File: src/rtl/data_stage_param.sv
// data_stage_param: register file, write-back mux, immediate generator with
// upper-immediate latch, and the A/B/IMM operand latches feeding the ALU.
// Writes and operand loads share an edge; a read of the register being written
// sees the new value (write-through bypass).
module data_stage_param #(
    parameter int DATA_W   = 16,
    parameter int NUM_REGS = 8,
    localparam int ADDR_W  = $clog2(NUM_REGS),
    parameter int IMM_W    = 7,
    parameter int ZERO_REG = 1
) (
    input  logic              CLK,
    input  logic              RST_N,
    input  logic [ADDR_W-1:0] input_reg_readA_address,
    input  logic [ADDR_W-1:0] input_reg_readB_address,
    input  logic              input_reg_write,
    input  logic [ADDR_W-1:0] input_reg_write_address,
    input  logic [1:0]        input_wb_sel,
    input  logic [DATA_W-1:0] input_ALUOut,
    input  logic [DATA_W-1:0] input_MDR,
    input  logic [DATA_W-1:0] input_link,
    input  logic [DATA_W-1:0] input_imm,
    input  logic [1:0]        input_imm_sel,
    input  logic              input_latch_en,
    output logic [DATA_W-1:0] output_reg_A,
    output logic [DATA_W-1:0] output_reg_B,
    output logic [DATA_W-1:0] output_imm,
    output logic [DATA_W-1:0] output_wb_data
);

    localparam int U_W = DATA_W - IMM_W;

    typedef enum logic [1:0] {
        WB_ALU  = 2'b00,
        WB_MDR  = 2'b01,
        WB_LINK = 2'b10,
        WB_IMM  = 2'b11
    } wb_sel_t;

    typedef enum logic [1:0] {
        IMM_SEXT = 2'b00,
        IMM_ZEXT = 2'b01,
        IMM_LUI  = 2'b10,
        IMM_UCAT = 2'b11
    } imm_sel_t;

    logic [DATA_W-1:0] regs [NUM_REGS];
    logic [U_W-1:0]    ui_q;
    logic [DATA_W-1:0] imm_next;
    logic [DATA_W-1:0] rd_a;
    logic [DATA_W-1:0] rd_b;
    logic              write_eff;

    // Only some bits of the raw immediate feed any given mode.
    logic imm_unused;
    assign imm_unused = ^input_imm;

    // Immediate generator: extend or place the raw field according to the mode.
    always_comb begin
        // NOTE: every always_comb output gets a default first so no path can infer a latch.
        imm_next = '0;
        unique case (imm_sel_t'(input_imm_sel))
            IMM_SEXT: imm_next = {{U_W{input_imm[IMM_W-1]}}, input_imm[IMM_W-1:0]};
            IMM_ZEXT: imm_next = {{U_W{1'b0}}, input_imm[IMM_W-1:0]};
            IMM_LUI:  imm_next = {input_imm[U_W-1:0], {IMM_W{1'b0}}};
            IMM_UCAT: imm_next = {ui_q, input_imm[IMM_W-1:0]};
            default:  imm_next = '0;
        endcase
    end

    // Write-back source select; the immediate source is the live one, not the latched one.
    always_comb begin
        output_wb_data = '0;
        unique case (wb_sel_t'(input_wb_sel))
            WB_ALU:  output_wb_data = input_ALUOut;
            WB_MDR:  output_wb_data = input_MDR;
            WB_LINK: output_wb_data = input_link;
            WB_IMM:  output_wb_data = imm_next;
            default: output_wb_data = '0;
        endcase
    end

    // A write to the hardwired zero register is dropped and therefore never bypasses.
    assign write_eff = input_reg_write &&
                       !((ZERO_REG != 0) && (input_reg_write_address == '0));

    // Read ports: zero register, then same-edge bypass, then stored value.
    always_comb begin
        rd_a = regs[input_reg_readA_address];
        rd_b = regs[input_reg_readB_address];
        if ((ZERO_REG != 0) && (input_reg_readA_address == '0)) begin
            rd_a = '0;
        end else if (write_eff && (input_reg_write_address == input_reg_readA_address)) begin
            rd_a = output_wb_data;
        end
        if ((ZERO_REG != 0) && (input_reg_readB_address == '0)) begin
            rd_b = '0;
        end else if (write_eff && (input_reg_write_address == input_reg_readB_address)) begin
            rd_b = output_wb_data;
        end
    end

    // Register file storage.
    always_ff @(posedge CLK) begin
        if (!RST_N) begin
            // NOTE: the register file is reset on purpose; software relies on every register reading 0 after reset.
            for (int i = 0; i < NUM_REGS; i++) begin
                regs[i] <= '0;
            end
        end else if (write_eff) begin
            // NOTE: sequential state uses non-blocking assignments so every flop samples pre-edge values.
            regs[input_reg_write_address] <= output_wb_data;
        end
    end

    // Upper-immediate latch: captured by LUI, consumed (cleared) by UCAT.
    always_ff @(posedge CLK) begin
        if (!RST_N) begin
            ui_q <= '0;
        end else if (input_latch_en) begin
            if (imm_sel_t'(input_imm_sel) == IMM_LUI) begin
                ui_q <= input_imm[U_W-1:0];
            end else if (imm_sel_t'(input_imm_sel) == IMM_UCAT) begin
                ui_q <= '0;
            end
        end
    end

    // Operand latches presented to the ALU one edge after addresses are valid.
    always_ff @(posedge CLK) begin
        if (!RST_N) begin
            output_reg_A <= '0;
            output_reg_B <= '0;
            output_imm   <= '0;
        end else if (input_latch_en) begin
            output_reg_A <= rd_a;
            output_reg_B <= rd_b;
            output_imm   <= imm_next;
        end
    end

endmodule
File: config.mk
export PLATFORM = sky130hd
export DESIGN_NAME = data_stage_param
export DESIGN_NICKNAME = d
export VERILOG_FILES = /design/src/rtl/data_stage_param.sv
export SDC_FILE = /design/constraint.sdc
export NUM_CORES = 1
export LEC_CHECK = 0
export CORE_MARGIN = 3
export CORE_UTILIZATION = 40
export DETAILED_ROUTE_END_ITERATION = 10
export PLACE_DENSITY = 0.69
export SYNTH_ARGS = -nofsm -noshare
export SYNTH_HDL_FRONTEND = slang
export SYNTH_SLANG_ARGS = --single-unit
File: constraint.sdc
create_clock -name CLK -period 2.95 [get_ports CLK]
set_clock_uncertainty 0.05 [all_clocks]
set_input_delay 0.59 -clock CLK [delete_from_list [all_inputs] [get_ports CLK]]
set_output_delay 0.59 -clock CLK [all_outputs]
set_load 0.01 [all_outputs]
Word-level counts from Yosys, hierarchy flattened:

Memory sizes are Yosys's and may differ from the RTL's.
Cells that the tools add are included.

* register bits after elaboration: 57
* bits in latches: 0
* bits in writable memories: 128
* memory bits (read-only): 0
* logic and storage cells: 40
* memories: 1

Memory list
* regs: words 8, width 16, read ports 2, clocked after Yosys merged registers in 0, wr ports 8, RTL line 47 `logic [DATA_W-1:0] regs [NUM_REGS];`

* $add $sub $neg: 0
* multipliers: 0
* divide/modulo/power cells: 0
* magnitude comparators: 0
* equal/unequal tests: 8
* shifts and indexed selects: 0
* muxes and demuxes: 15
* bitwise logic cells: 0
* reduce and logical (&&, ||, !) cells: 12

Operators with widths (number)
* $pmux W16 S4: 2
* $mux W16: 5
* $mux W9: 2
* $reduce_or A16 Y1: 1
* $logic_not A3 Y1: 3
* $eq A2 B2 Y1 const B: 4
* $eq A3 B3 Y1: 2
* $mux W1: 5
* $eq A2 B1 Y1 const B: 2
* $logic_not A2 Y1: 2
* $logic_and A1 B1 Y1: 3
* $mux W3: 1
* $reduce_and A2 Y1: 1
* $reduce_bool A2 Y1: 1
* $logic_not A1 Y1: 1

Depth between registers and ports, before layout:

* word-level depth: 8
* gate-level depth with buffers: 8
* depth with buffers taken out: 5

Least setup slack after synthesis:

OpenSTA, ideal clock, no wires.

* path kind: input to output
* start point: input input_wb_sel[0]
* end point: output output_wb_data[10]
* arrival time: 1.703 ns
* required time: 2.310 ns
* path slack: 0.607 ns
* stages: 7
* cells stage by stage: buf_2 -> nor2b_1 -> buf_2 -> a222oi_1 -> o21a_1 -> buf_2 -> inv_1

* cells in the longest elaborated chain, start to end: 2
* elaborated cells between the ends (all ways): 5

Ends and longest elaborated chain
* start: declaration: RTL line 18 `input logic [1:0] input_wb_sel,`
* $eq A2 B2 Y1 (tied with other cells): RTL line 74 `unique case (wb_sel_t'(input_wb_sel))`
* $pmux W16 S4 (*): RTL line 74
* end: declaration: RTL line 28 `output logic [DATA_W-1:0] output_wb_data`

Mark *: on every way between the ends. The rest lies on a longest branch, timed or not.

Worst setup path in the final report:

* start point: input input_imm_sel[0]
* end point: output output_wb_data[13]

* cells in the longest elaborated chain, start to end: 3
* elaborated cells between the ends (all ways): 6

Ends and longest elaborated chain
* start: declaration: RTL line 23 `input logic [1:0] input_imm_sel,`
* $eq A2 B2 Y1 (tied with other cells): RTL line 62 `unique case (imm_sel_t'(input_imm_sel))`
* $pmux W16 S4 (*): RTL line 62
* $pmux W16 S4 (*): RTL line 74

Marks and branches as above.

==> impl_results.md <==
- Crit path required time: 2.31 ns
- CTS tree: done
- Max frequency: 0.347 GHz
- Worst Path Max Fanout: 8
- Max cap viols: 0
- Hold Buf Count CTS: 0
- Detailed-router iteration count before antenna repair: 5
- Largest cells by area after synthesis: edfxtp_1 41%, mux4_2 15%, dfxtp_1 12%
- Worst path slowest cell: clkdlybuf4s50_1
- CTS H-tree lvls: 4
- Post-Synth Adder-Cell Area: 0%
- Slew HR: 54.0%
- Multi-input logic area: 4060 um2
- Nets@finish: 1008
- Root buf cell: clkbuf_16
- Fillers: 1952
- Vias per inst: 5.35
- Most common cell after layout, fill and taps aside: edfxtp_1
- Max incr delay on CP: 0.52 ns
- CTS Sinks: 185
- Synthesized area per cell: 12.5 um2
- I/O Pins: 145
- Initial antenna violation count: 0
- Final Wtd Congestion: 0.804
- Final setup fails: 0
- Gr ovfl total: 0
- Dpl hpwl: 17900 um
- Inserted Clock Buffers: 17
- Max IR drop VDD: 0.000315 V
- Crit end category: output port
- Synth top area share: 41.1%
- Clock-pin slew on the worst setup and hold paths: 0.07 ns
- Post-synthesis simple-gate area fraction: 11.0%
- Area leader, netlist: edfxtp_1
- Min Hold Slack: 0.421 ns
- Synthesized netlist cell count: 751
- Synth Area in Compound Gates: 9.50%
- Final hold vios: 0
- DRC violations left: 0
- Max Root-Sink Buffers: 2
- Crit path DAT: 2.24 ns
- DRT Wirelength: 24300 um
- Largest net degree at the start of global routing: 35
- Final Util: 52.9%
- Synth Register Bits: 185
- Share of layout cells above drive strength 1: 20.3%
- Worst hold path class: reg -> reg
- Max-slew violations: 0
- Core area: 22800 um2
- Number of global-route vias before repair: 6914
- Period utilisation layout: 97.6%
- Synthesized area: 9350 um2
- First-pass GRT wire length: 38800 um
- Least-Margin Pin Slew: 0.689 ns
- Inserted Diodes: 0
- Die Height: 159 um
- Status: complete, no violations
- RSZ-0062 raised after global routing: false
- Port bufs: 137
- Row Count: 55
- Lkg Pwr: 4.63 nW
- Cell Pwr Density: 532 nW/um2
- Critical Path Most Common Cell: clkdlybuf4s50_1
- Syn. warnings: 0
- Synthesis-to-finish area growth: 28.8%
- Detailed-route via count: 6699
- Top delay family on crit path: buffers and inverters
- Initial Util: 41.1%
- Worst-path cell chain: clkdlybuf4s50_1, buf_4, nor2b_4, a31oi_2, o21a_1, inv_1, clkdlybuf4s50_1
- Antenna-violating nets left: 0
- Routed WL per cell: 19.4 um
- Critical Path Start Type: input pin
- Die ar.: 25300 um2
- Period minus WS final: 2.88 ns
- Sequential area share after synthesis: 53.3%
- Mux contribution to synthesized area: 21.4%
- Setup CP Type: in -> out
- Largest family of logic cells by synthesized area: multiplexers
- Worst path buffer plus inverter count: 4
- Xor-xnor portion of the synthesized cell area: 0.375%
- Worst skew pair latency: 0.43 ns
- Seq. cell area: 4980 um2
- DR iter-0 viols: 637
- Synth cell types: 40
- Die width: 159 um
- GRT Total Usage: 19.5%
- Most frequent cells in the layout: 128 x edfxtp_1, 123 x nor2_1, 122 x clkdlybuf4s50_1
-- where the power goes --
group / total (W) / switching [W] / internal (W)
registers: 0.00304 / 0.0000876 / 0.00295
clock network: 0.00225 / 0.00100 / 0.00125
logic: 0.00112 / 0.000535 / 0.000584
total: 0.00641 / 0.00162 / 0.00479
-- cell type report --
type	count	share of cell area (%)
clock buffers	18	3.56
clock inverters	13	1.21
inverters	24	0.748
multi-input cells	488	33.7
flip-flops and latches	185	41.4
well taps	313	3.25
repair buffers	211	16.1
-- logic make-up (layout without fill, tap and decap cells) --
| group | count (synthesis) | in the layout |
|---|---|---|
| buf+inv | 93 | 266 |
| flops | 185 | 185 |
| xor+xnor | 4 | 4 |
| simple gates | 236 | 236 |
| compound gates | 112 | 112 |
| other cells | 1 | 16 |
| mux | 120 | 120 |
-- per-layer routing --
layer  up-vias  global-route usage, %  wire length, um
met4         0                   4.78              225
met2       290                   31.4            11400
met5         -                      0                0
met1      3247                   26.5            10700
met3        19                   5.22             1910
li1       3143                      -                -
-- registers in the layout, indices dropped and copies added (netlist names) --
register and cells:
output_reg_A 16, output_reg_B 16, output_imm 16, regs 128, ui_q 9
-- through the flow --
| stage | instance area, um2 | instances | TNS, ns | setup WS, ns | total power [W] |
|---|---|---|---|---|---|
| 6_report | 12000 | 1252 | 0 | 0.0710 | 0.00641 |
| 5_1_grt | 12000 | 1252 | 0 | 0.00244 | 0.00667 |
| 4_1_cts | 12000 | 1252 | 0 | 0.0198 | 0.00645 |
| 3_5_place_dp | 11400 | 1218 | -4.24 | -0.431 | 0.00421 |
| 3_3_place_gp | 11400 | 1218 | -3.67 | -0.376 | 0.00418 |
| 2_1_floorplan | 9410 | 766 | 0 | 0.607 | 0.00369 |
-- path summary, 6_finish.rpt --
path	from	end	slack, ns	depth (start not counted)
worst max-delay path	input_imm_sel[0]	output_wb_data[13]	0.07	7
worst min-delay path	output_reg_A[5]	output_reg_A[5]	0.42	1
worst min register to register	output_reg_A[5]	output_reg_A[5]	0.42	1
worst max register to register	regs[5][1]	output_reg_B[1]	1.36	4
-- repair_timing --
action	in CTS	in global routing
resized for setup	19	11
setup endpoints to repair	16	10
pin swaps	3	0
buffers inserted	3	0
-- cell usage after synthesis --
library cell    n
a211oi_1        1
a211oi_2        1
a21oi_1        24
a222oi_1        9
a22o_1         16
a31oi_1         2
a32o_1         16
and2_1          1
and3_1          9
and4_1          1
buf_1           1
buf_2          28
buf_4           2
buf_6           2
clkbuf_1       35
clkbuf_2        1
clkinv_1        1
conb_1          1
dfxtp_1        57
edfxtp_1      128
inv_1          23
mux2i_1        56
mux4_2         64
nand2_1        50
nand2b_1        8
nand3_1        18
nand4_1         1
nor2_1        125
nor2b_1        12
nor3b_1         8
o211ai_4        1
o21a_1         17
o21ai_0         9
o22ai_1         7
o22ai_2         7
o311a_1         2
or2_0           1
or2_2           1
or3b_1          1
xnor2_1         4
No activity file was read; power rests on OpenSTA's default activity.
